===== config.mk =====
export PLATFORM = sky130hd
export DESIGN_NAME = button_counter
export DESIGN_NICKNAME = d
export VERILOG_FILES = /design/src/rtl/button_counter_pkg.sv /design/src/rtl/button_debounce.sv /design/src/rtl/button_counter.sv
export SDC_FILE = /design/constraint.sdc
export NUM_CORES = 1
export LEC_CHECK = 0
export CAP_MARGIN = 30
export CORE_ASPECT_RATIO = 1.1
export CORE_UTILIZATION = 30
export CTS_BUF_LIST = sky130_fd_sc_hd__clkbuf_4 sky130_fd_sc_hd__clkbuf_8 sky130_fd_sc_hd__clkbuf_16
export DETAILED_ROUTE_END_ITERATION = 16
export GPL_TIMING_DRIVEN = 0
export SETUP_SLACK_MARGIN = 0.3
export SYNTH_ARGS = -nofsm -noshare
export SYNTH_HDL_FRONTEND = slang
export SYNTH_SLANG_ARGS = --single-unit

===== constraint.sdc =====
create_clock -name clk -period 3.16 [get_ports clk]
set_input_delay 0.474 -clock clk [delete_from_list [all_inputs] [get_ports clk]]
set_output_delay 0.474 -clock clk [all_outputs]
set_load 0.05 [all_outputs]

===== src/rtl/button_counter_pkg.sv =====
// Shared constants and helpers for the button counter.
// Debounce filter sizing and the electrical "released" level of a raw button.
package button_counter_pkg;

    // Raw buttons are active-low, so an idle button reads 1.
    localparam logic RELEASED = 1'b1;

    // Filter counter width.
    // The counter must hold values up to DEBOUNCE_CYCLES-1.
    // clog2(cycles+1) covers that and never returns 0 for cycles >= 1.
    function automatic int filt_width(input int cycles);
        return $clog2(cycles + 1);
    endfunction

endpackage


===== src/rtl/button_debounce.sv =====
// One button channel: 2-flop synchroniser, consecutive-cycle filter,
// debounced stable level and a single-cycle press pulse.
// The press pulse fires on the same edge on which the stable level flips to
// pressed, so the consumer can act on it without any further delay.
module button_debounce
    import button_counter_pkg::*;
#(
    parameter int DEBOUNCE_CYCLES = 16
) (
    input  logic clk,
    input  logic rst,
    input  logic btn_n,
    output logic level,
    output logic press
);

    localparam int              CW   = filt_width(DEBOUNCE_CYCLES);
    localparam logic [CW-1:0]   LAST = CW'(DEBOUNCE_CYCLES - 1);

    logic          sync1;
    logic          sync2;
    logic          stable;
    logic [CW-1:0] filt;
    logic          differ;
    logic          flip;

    // The filter counts edges on which the synchronised level disagrees with
    // the stable one. The stable level flips on the DEBOUNCE_CYCLES-th such
    // edge in a row.
    assign differ = (sync2 != stable);
    assign flip   = differ && (filt == LAST);

    // Two-flop synchroniser for the asynchronous raw input
    always_ff @(posedge clk) begin
        if (rst) begin
            sync1 <= RELEASED;
            sync2 <= RELEASED;
        end else begin
            sync1 <= btn_n;
            sync2 <= sync1;
        end
    end

    // Filter counter and stable level; any agreeing cycle restarts the filter
    always_ff @(posedge clk) begin
        if (rst) begin
            filt   <= '0;
            stable <= RELEASED;
        end else if (!differ) begin
            filt   <= '0;
        end else if (flip) begin
            filt   <= '0;
            stable <= sync2;
        end else begin
            filt   <= filt + CW'(1);
        end
    end

    assign level = (stable != RELEASED);
    assign press = flip && (sync2 != RELEASED);

endmodule


===== src/rtl/button_counter.sv =====
// Debounced button event counter.
// Up presses increment and, when BUTTON_COUNTER_DOWN_EN is defined, down
// presses decrement. WRAP selects modulo or saturating behaviour. limit
// pulses for one cycle on the edge where the count wraps or is held at a
// bound.
// Without BUTTON_COUNTER_DOWN_EN the btn_dn_n port exists but is ignored.
module button_counter
    import button_counter_pkg::*;
#(
    parameter int WIDTH           = 8,
    parameter int DEBOUNCE_CYCLES = 16,
    parameter int WRAP            = 1
) (
    input  logic             clk,
    input  logic             rst,
    input  logic             btn_up_n,
    input  logic             btn_dn_n,
    output logic [WIDTH-1:0] count,
    output logic             up_held,
    output logic             limit
);

    localparam logic [WIDTH-1:0] MAX_VAL = '1;

    logic             up_level;
    logic             up_press;
    logic             dn_press;
    logic [WIDTH-1:0] count_nxt;
    logic             limit_nxt;

    button_debounce #(
        .DEBOUNCE_CYCLES (DEBOUNCE_CYCLES)
    ) u_up (
        .clk   (clk),
        .rst   (rst),
        .btn_n (btn_up_n),
        .level (up_level),
        .press (up_press)
    );

`ifdef BUTTON_COUNTER_DOWN_EN
    logic dn_level_unused;

    button_debounce #(
        .DEBOUNCE_CYCLES (DEBOUNCE_CYCLES)
    ) u_dn (
        .clk   (clk),
        .rst   (rst),
        .btn_n (btn_dn_n),
        .level (dn_level_unused),
        .press (dn_press)
    );
`else
    logic dn_unused;

    assign dn_unused = btn_dn_n;
    assign dn_press  = 1'b0;
`endif

    // The stable level is already a flop output, so up_held stays aligned
    // with the count update.
    assign up_held = up_level;

    // Next count: simultaneous up and down presses cancel
    always_comb begin
        count_nxt = count;
        limit_nxt = 1'b0;
        case ({up_press, dn_press})
            2'b10: begin
                if (count == MAX_VAL) begin
                    limit_nxt = 1'b1;
                    count_nxt = (WRAP != 0) ? '0 : count;
                end else begin
                    count_nxt = count + WIDTH'(1);
                end
            end
            2'b01: begin
                if (count == '0) begin
                    limit_nxt = 1'b1;
                    count_nxt = (WRAP != 0) ? MAX_VAL : count;
                end else begin
                    count_nxt = count - WIDTH'(1);
                end
            end
            default: ;
        endcase
    end

    // Registered count and limit pulse
    always_ff @(posedge clk) begin
        if (rst) begin
            count <= '0;
            limit <= 1'b0;
        end else begin
            count <= count_nxt;
            limit <= limit_nxt;
        end
    end

endmodule


==> impl_metrics.yaml <==
sta:
  min_period_ns: 2.08
  setup_ws_ns: 1.08
  fin_crit_sh_pct: 65.8
  rsz0062_at_grt: "no"
  max_freq_mhz: 481
  fin_skew_ns: 0.00838
  setup_viol: 0
  hold_ws_ns: 0.418
  maxSlewViolCount: 0
  worst_slew_pin_slew_ns: 0.495
  slew_headroom_pct: 66.9
  hold_viol: 0
  fin_setup_tns_ns: 0
global_route:
  grt_pass1_wl_um: 2460
  first_global_vias: 587
  overflow: 0
  grt_max_degree: 11
  antenna_found_initial: 0
  grt_use_total_pct: 12.8
cells_and_area:
  layoutNonFillerInstCount: 127
  post-route-util_pct: 40.6
  layout_commonest_cell: "dfxtp_1"
  finalInstanceArea_sq_um: 933
  area_growth_pct: 24.7
  mostFrequentLayoutCells: "dfxtp_1, clkdlybuf4s50_1, nor2_1"
  drive_above_1_share_pct: 10.3
  diodes: 0
  final_nets: 105
pwr:
  finalPower_mw: 0.369
  power.leakage_nw: 0.336
  power_density_nw_per_um2: 395
  vdd_ir_drop_max_mv: 0.287
synth:
  syn_avg_cell_area_sq_um: 9.24
  yosysSeqAreaShare_pct: 45.5
  syn_nets: 88
  synthCells: 81
  synth_seq_cells: 17
  synthTopCellsByArea: "dfxtp_1, ha_1, nor2_1"
  syn_area_sq_um: 748
  yosysTopAreaCell: "dfxtp_1"
  synth_warnings: 0
  synth_top_area_share_pct: 45.5
  yosysUniqueCellTypes: 28
status:
  run_status: "finished clean"
clock_network:
  holdBufCountCts: 0
  cts_setup_buffers: 0
  cts_max_level: 1
  cts_tree: "yes"
  clk_pin_slew_ns: 0.10
  numCtsBuffers: 3
  cts.sinks: 17
  cts.repair.resized: 0
  clkLatencyLatePin_ns: 0.30
  clockBufferDepth: 2
  root_buffer: "clkbuf_4"
drt:
  drc: 0
  first_pass_iters: 4
  vias: 613
  wl_per_cell_um: 10.8
  vias_per_cell: 4.83
  ant_nets: 0
  drt_iter0_markers: 5
  wl_um: 1380
floorplanning:
  core.rowCount: 18
  ios: 14
  dieArea_sq_um: 2700
  initial_core_util_pct: 32.6
  core_area_sq_um: 2300
  die_h_um: 54.4
  die-width_um: 49.6
place:
  io_buffers: 12
  dpl.hpwl_um: 1040
  gp_congestion: 0.819
  dp.cells: 123
  dp_slack_ns: 1.09
  dpl-instance-area_sq_um: 906
min_path:
  hold_class: "reg -> reg"
setup_path:
  arrival_ns: 2.27
  path_class: "reg -> reg"
  cp_max_fo: 8
  reg2reg_slack_ns: 1.08
  cp-start-kind: "flip-flop"
  setup.worst_path.end_class: "flip-flop"
  crit_required_ns: 3.36
flow_run:
  maxCapViolCount: 0
[cell usage after synthesis (all sizes together)]
cell / n
xnor2: 2
o21ai: 2
a21oi: 3
nor3: 2
or3: 3
nand4: 1
mux2: 1
o31ai: 1
a32o: 1
nor2b: 1
nand2: 5
or2: 2
a31oi: 2
ha: 3
or4: 3
nand4b: 1
nand3: 4
nor4: 3
clkbuf: 1
nor2: 8
o211ai: 3
xor2: 2
dfxtp: 17
mux2i: 1
nand3b: 1
and3: 1
inv: 7
[cells by family after synthesis]
kind of cell	after synthesis	synth area share, %
flops	17	45.5
mux	2	2.84
fa+ha+maj	3	5.02
buf+inv	8	4.01
xor+xnor	4	4.68
compound gates	12	10.4
simple gates	35	27.6
[layout make-up]
type                    instances  area, sq um
fillers                       258         1360
multi-input cells              56          378
flip-flops and latches         17          340
repair buffers                 12          120
well taps                      30         37.5
inverters                       7         26.3
clock buffers                   3         22.5
clock inverters                 1         5.00
plain buffers                   1         3.75
[power by group]
part,total (mW),internal (mW),switching [mW]
Sequential,0.223,0.218,0.00472
Combinational,0.0280,0.0109,0.0171
Clock,0.118,0.0472,0.0705
[final timing paths]
kind,endpoint,cells after the start,from
worst max-delay path,count[7],6,u_up.filt[0]
worst min-delay path,u_up.sync2,1,u_up.sync1
worst max register to register,count[7],6,u_up.filt[0]
worst min register to register,u_up.sync2,1,u_up.sync1
[critical path, cell delays in order (launching register included)]
cell and delay (ns):
dfxtp_1 0.36, ha_1 0.19, and3_1 0.17, ha_1 0.29, nand4b_4 0.18, or4_1 0.52, a32o_1 0.26
[flip-flops by register name, indices dropped and copies added (netlist names)]
register,count
u_up.sync1,1
u_up.sync2,1
limit,1
count,8
u_up.filt,5
u_up.stable,1
[per-layer routing]
layer	global-route usage [%]	vias to the layer above	share of wire (%)
met5	0	-	0
met1	14.2	272	47
met4	12.4	0	4.1
met3	3.33	5	4.1
met2	20.0	15	45
li1	-	321	-
Power figures use the tool's default switching activity.
